--- src/rtl/sp_align_ctrl_pkg.sv ---
// rtl/sp_align_ctrl_pkg.sv - shared lane alignment state encodings and defaults
package sp_align_ctrl_pkg;

    typedef enum logic [1:0] {
        HUNT   = 2'd0,
        COUNT  = 2'd1,
        ACTIVE = 2'd2
    } state_t;

    localparam logic [7:0] COMMA_DEFAULT     = 8'hBC;
    localparam int         COMMA_CNT_DEFAULT = 4;

endpackage

--- src/rtl/sp_shift_reg.sv ---
// rtl/sp_shift_reg.sv - 8-bit MSB-first serial shifter with comma match flag
module sp_shift_reg #(
    parameter logic [7:0] COMMA = 8'hBC
) (
    input  logic       clk_8f,
    input  logic       reset,
    input  logic       data_in,
    output logic [7:0] sr,
    output logic       match
);

    // Shift one serial bit in every edge, oldest bit ends up in the MSB
    always_ff @(posedge clk_8f or negedge reset) begin
        if (!reset) begin
            sr <= 8'h00;
        end else begin
            sr <= {sr[6:0], data_in};
        end
    end

    assign match = (sr == COMMA);

endmodule

--- src/rtl/sp_align_ctrl.sv ---
// rtl/sp_align_ctrl.sv - per-lane comma hunt, byte lock and parallel byte output
module sp_align_ctrl
    import sp_align_ctrl_pkg::*;
#(
    parameter logic [7:0] COMMA     = COMMA_DEFAULT,
    parameter int         COMMA_CNT = COMMA_CNT_DEFAULT
) (
    input  logic       clk_8f,
    input  logic       reset,
    input  logic       data_in,
    input  logic       resync,
    output logic [7:0] data_out,
    output logic       valid_out,
    output logic       active,
    output logic       sync_err
);

    localparam logic [3:0] CNT_TGT = 4'(COMMA_CNT);

    logic [7:0] sr;
    logic       match;
    state_t     state, state_d;
    logic [2:0] bit_cnt, bit_cnt_d;
    logic [3:0] comma_cnt, comma_cnt_d;
    logic [7:0] data_d;
    logic       valid_d, err_d, active_d, byte_done;

    sp_shift_reg #(.COMMA(COMMA)) u_shift (
        .clk_8f  (clk_8f),
        .reset   (reset),
        .data_in (data_in),
        .sr      (sr),
        .match   (match)
    );

    // sr holds a whole aligned byte only when the counter has wrapped to zero
    assign byte_done = (state != HUNT) && (bit_cnt == 3'd0);

    // Register FSM state, counters and all outputs
    always_ff @(posedge clk_8f or negedge reset) begin
        if (!reset) begin
            state     <= HUNT;
            bit_cnt   <= 3'd0;
            comma_cnt <= 4'd0;
            data_out  <= 8'h00;
            valid_out <= 1'b0;
            active    <= 1'b0;
            sync_err  <= 1'b0;
        end else begin
            state     <= state_d;
            bit_cnt   <= bit_cnt_d;
            comma_cnt <= comma_cnt_d;
            data_out  <= data_d;
            valid_out <= valid_d;
            active    <= active_d;
            sync_err  <= err_d;
        end
    end

    // Next state, counter updates and output strobes; resync outranks byte_done
    always_comb begin
        state_d     = state;
        bit_cnt_d   = bit_cnt;
        comma_cnt_d = comma_cnt;
        data_d      = data_out;
        valid_d     = 1'b0;
        err_d       = 1'b0;
        case (state)
            HUNT: begin
                bit_cnt_d = 3'd0;
                if (match) begin
                    comma_cnt_d = 4'd1;
                    bit_cnt_d   = 3'd1;
                    state_d     = (CNT_TGT == 4'd1) ? ACTIVE : COUNT;
                end
            end
            COUNT: begin
                if (resync) begin
                    state_d     = HUNT;
                    comma_cnt_d = 4'd0;
                    bit_cnt_d   = 3'd0;
                end else if (byte_done && !match) begin
                    state_d     = HUNT;
                    comma_cnt_d = 4'd0;
                    bit_cnt_d   = 3'd0;
                    err_d       = 1'b1;
                end else begin
                    bit_cnt_d = bit_cnt + 3'd1;
                    if (byte_done) begin
                        if (comma_cnt + 4'd1 >= CNT_TGT) begin
                            comma_cnt_d = CNT_TGT;
                            state_d     = ACTIVE;
                        end else begin
                            comma_cnt_d = comma_cnt + 4'd1;
                        end
                    end
                end
            end
            ACTIVE: begin
                if (resync) begin
                    state_d     = HUNT;
                    comma_cnt_d = 4'd0;
                    bit_cnt_d   = 3'd0;
                end else begin
                    bit_cnt_d = bit_cnt + 3'd1;
                    if (byte_done && !match) begin
                        data_d  = sr;
                        valid_d = 1'b1;
                    end
                end
            end
            default: begin
                state_d     = HUNT;
                comma_cnt_d = 4'd0;
                bit_cnt_d   = 3'd0;
            end
        endcase
        active_d = (state_d == ACTIVE);
    end

endmodule
--- config.mk ---
export PLATFORM = sky130hd
export DESIGN_NAME = sp_align_ctrl
export DESIGN_NICKNAME = d
export VERILOG_FILES = /design/src/rtl/sp_align_ctrl_pkg.sv /design/src/rtl/sp_shift_reg.sv /design/src/rtl/sp_align_ctrl.sv
export SDC_FILE = /design/constraint.sdc
export NUM_CORES = 1
export LEC_CHECK = 0
export ABC_AREA = 1
export CAP_MARGIN = 10
export CORE_UTILIZATION = 40
export CTS_BUF_LIST = sky130_fd_sc_hd__clkbuf_2 sky130_fd_sc_hd__clkbuf_4 sky130_fd_sc_hd__clkbuf_8
export CTS_CLUSTER_DIAMETER = 80
export CTS_CLUSTER_SIZE = 12
export DETAILED_ROUTE_END_ITERATION = 12
export MAX_ROUTING_LAYER = met4
export SETUP_SLACK_MARGIN = 0.05
export SYNTH_ARGS = -nofsm -noshare
export SYNTH_HDL_FRONTEND = slang
export SYNTH_SLANG_ARGS = --single-unit
--- constraint.sdc ---
create_clock -name clk_8f -period 1.9 [get_ports clk_8f]
set_input_delay 0.19 -clock clk_8f [delete_from_list [all_inputs] [get_ports clk_8f]]
set_output_delay 0.19 -clock clk_8f [all_outputs]
set_load 0.02 [all_outputs]
==> out/results.ini <==
[clocking]
clkLatencyLatePin_ns = 0.32
postCtsHoldBufs = 0
clk_pin_slew_ns = 0.15
clock_sinks = 28
htree_num_levels = 1
cts.path.max_buffers = 2
postCtsSetupBuffers = 0
cts_tree = yes
cts_resized = 0
root_buffer = clkbuf_4
cts_buffers = 3

[synth]
async_flop_share_pct = 100
syn_inst = 131
avgSynthCellArea_sq_um = 9.18
muxShareOfSynthArea_pct = 0
yosys.area_share.simple_pct = 24.6
yosys_warnings = 0
synth-compound-area-share_pct = 5.72
synth_most_common_cell = nand2_1
synth-seq-cells = 28
yosysSeqAreaShare_pct = 58.3
syn-cell-area_sq_um = 1200
synth_top_area_share_pct = 58.3
yosysTopAreaCell = dfrtp_1
synth_area_leaders = dfrtp_1 (58%), nand2_1 (13%), inv_1 (5.6%), nor2_1 (3.4%), ha_1 (3.1%)
synth-xor-area-share_pct = 1.46
synth-adder-area-share_pct = 3.12
ys_top_cells_by_count = nand2_1 (42), dfrtp_1 (28), inv_1 (18)
synth_cell_types = 18
synth_top_family_by_area = simple AND/OR/NAND/NOR gates
synth_edf_count = 0
synth_fp_nets = 138
synth_ff_type = dfrtp_1

[detailed_routing]
drt_iter0_drc = 10
drc_errors = 2
first_pass_iters = 8
via_count = 891
viasPerCell = 4.95
ant_nets = 0
wire_per_inst_um = 10.9
routed_wl_um = 1960

[place]
hpwl_um = 1450
place_ws_ns = 0.379
place_congestion = 0.812
port_buffers = 14

[timing]
post-route-period-util_pct = 80.5
tns_ns = 0
fmax_mhz = 654
fin_worst_skew_ns = 0.00585
setup_viol = 0
layout_setup_ws_ns = 0.371
min_period_ns = 1.53
drv_slew = 0
whs_ns = 0.213
final_hold_viol_count = 0
tightest_slew_ns = 0.339
maxSlewHeadroom_pct = 77.4
rsz0062_at_grt = no

[floorplanning]
die_h_um = 56.8
initial_core_util_pct = 42.9
dieWidth_um = 56.8
rows = 19
core_area_sq_um = 2810
io_pins = 15
die-area_sq_um = 3230

[final_layout]
drive_gt1_share_pct = 10.7
final_nets = 157
fillers = 265
antenna_cells = 0
syn_to_final_growth_pct = 18.9

[worst_setup_path]
critPathCaptureType = register
path_class = reg2reg
r2r_slack_ns = 0.37
crit_required_ns = 2.17
cp.arrival_ns = 1.80
startpoint_type = register
crit_fanout = 12

[power_and_ir_drop]
peakVddDrop_mv = 0.292
leakage_uw = 0.000733
powerDensity_nw_per_um2 = 737
p_total_uw = 1050

[grt]
track_usage_pct = 13.9
gr-total-overflow = 0
antenna_found_initial = 0
grt_pass1_vias = 846
grt_max_degree = 29
grt_pass1_wl_um = 3420

[job]
cap_violations = 0

[worst_hold_path]
hold_path.class = in2async

[outcome]
violations = design-rule violations
status = finished with violations

-- cells in the final DEF (no fill, tap or decap), drive strengths merged --
| master | n |
|---|---|
| nand3 | 5 |
| nor2 | 13 |
| xnor2 | 2 |
| a21oi | 3 |
| nand4 | 3 |
| clkbuf | 3 |
| ha | 3 |
| nand2 | 45 |
| dfrtp | 28 |
| nor3 | 1 |
| buf | 1 |
| o21ai | 7 |
| inv | 19 |
| a21boi | 1 |
| clkdlybuf4s50 | 14 |
| bufinv | 1 |
-- power breakdown --
part	leakage, uW	total (uW)	internal, uW	switching (uW)
clock	0.0000279	381	213	168
combinational	0.000334	48.8	17.9	30.8
sequential	0.000371	625	611	13.6
total	0.000733	1050	842	213
-- worst paths after layout --
path,depth (start not counted),start,to
worst min-delay path,2,reset,data_out[3]
min in group clk_8f,1,data_in,u_shift.sr[0]
worst max register to register,10,bit_cnt[0],data_out[2]
max in group asynchronous,2,reset,bit_cnt[1]
worst min register to register,0,u_shift.sr[6],u_shift.sr[7]
worst max-delay path,10,bit_cnt[0],data_out[2]
-- per-layer routing --
layer / global-route usage (%) / share of wire [%]
met1: 16.9 / 48
met2: 23.5 / 46
met3: 2.07 / 4.0
met4: 5.23 / 2.1
met5: - / 0
-- metrics by stage --
step | util [%] | instances | area, sq um
floorplan | - | 131 | 1200
global placement | 49.1 | 176 | 1380
detailed placement | 49.1 | 176 | 1380
CTS | 51.0 | 180 | 1430
global route | 51.0 | 180 | 1430
finish | 51.0 | 180 | 1430
-- registers in the layout, summed over array words and instances, names as in the netlist --
register,count
sync_err,1
state,2
u_shift.sr,8
bit_cnt,3
data_out,8
active,1
valid_out,1
comma_cnt,4
-- area by class of cell --
class                      count  area (sq um)  area share, %
clock buffer                   3          22.5           1.57
sequential                    28           701           49.0
multi-input combinational     83           419           29.3
clock inverter                 1          30.0           2.10
timing repair buffer          15           148           10.3
tap                           31          38.8           2.71
inverter                      19          71.3           4.99
-- cells by family (layout without fill, tap and decap cells) --
kind of cell | count (synthesis) | in the layout
AOI/OAI and AO/OA | 11 | 11
xor gates and xnor gates | 2 | 2
adders and majority gates | 3 | 3
buffers and inverters | 20 | 38
DFF | 28 | 28
and+or+nand+nor | 67 | 67
-- critical path: stages, from the launching register on --
cell and delay, ns:
dfrtp_1 0.40, inv_1 0.08, ha_1 0.14, inv_1 0.07, nor3_4 0.21, nand2_2 0.10
inv_1 0.07, nand2_2 0.15, inv_2 0.15, nand2_1 0.06, nand2_1 0.06
No activity file was read; power rests on OpenSTA's default activity.
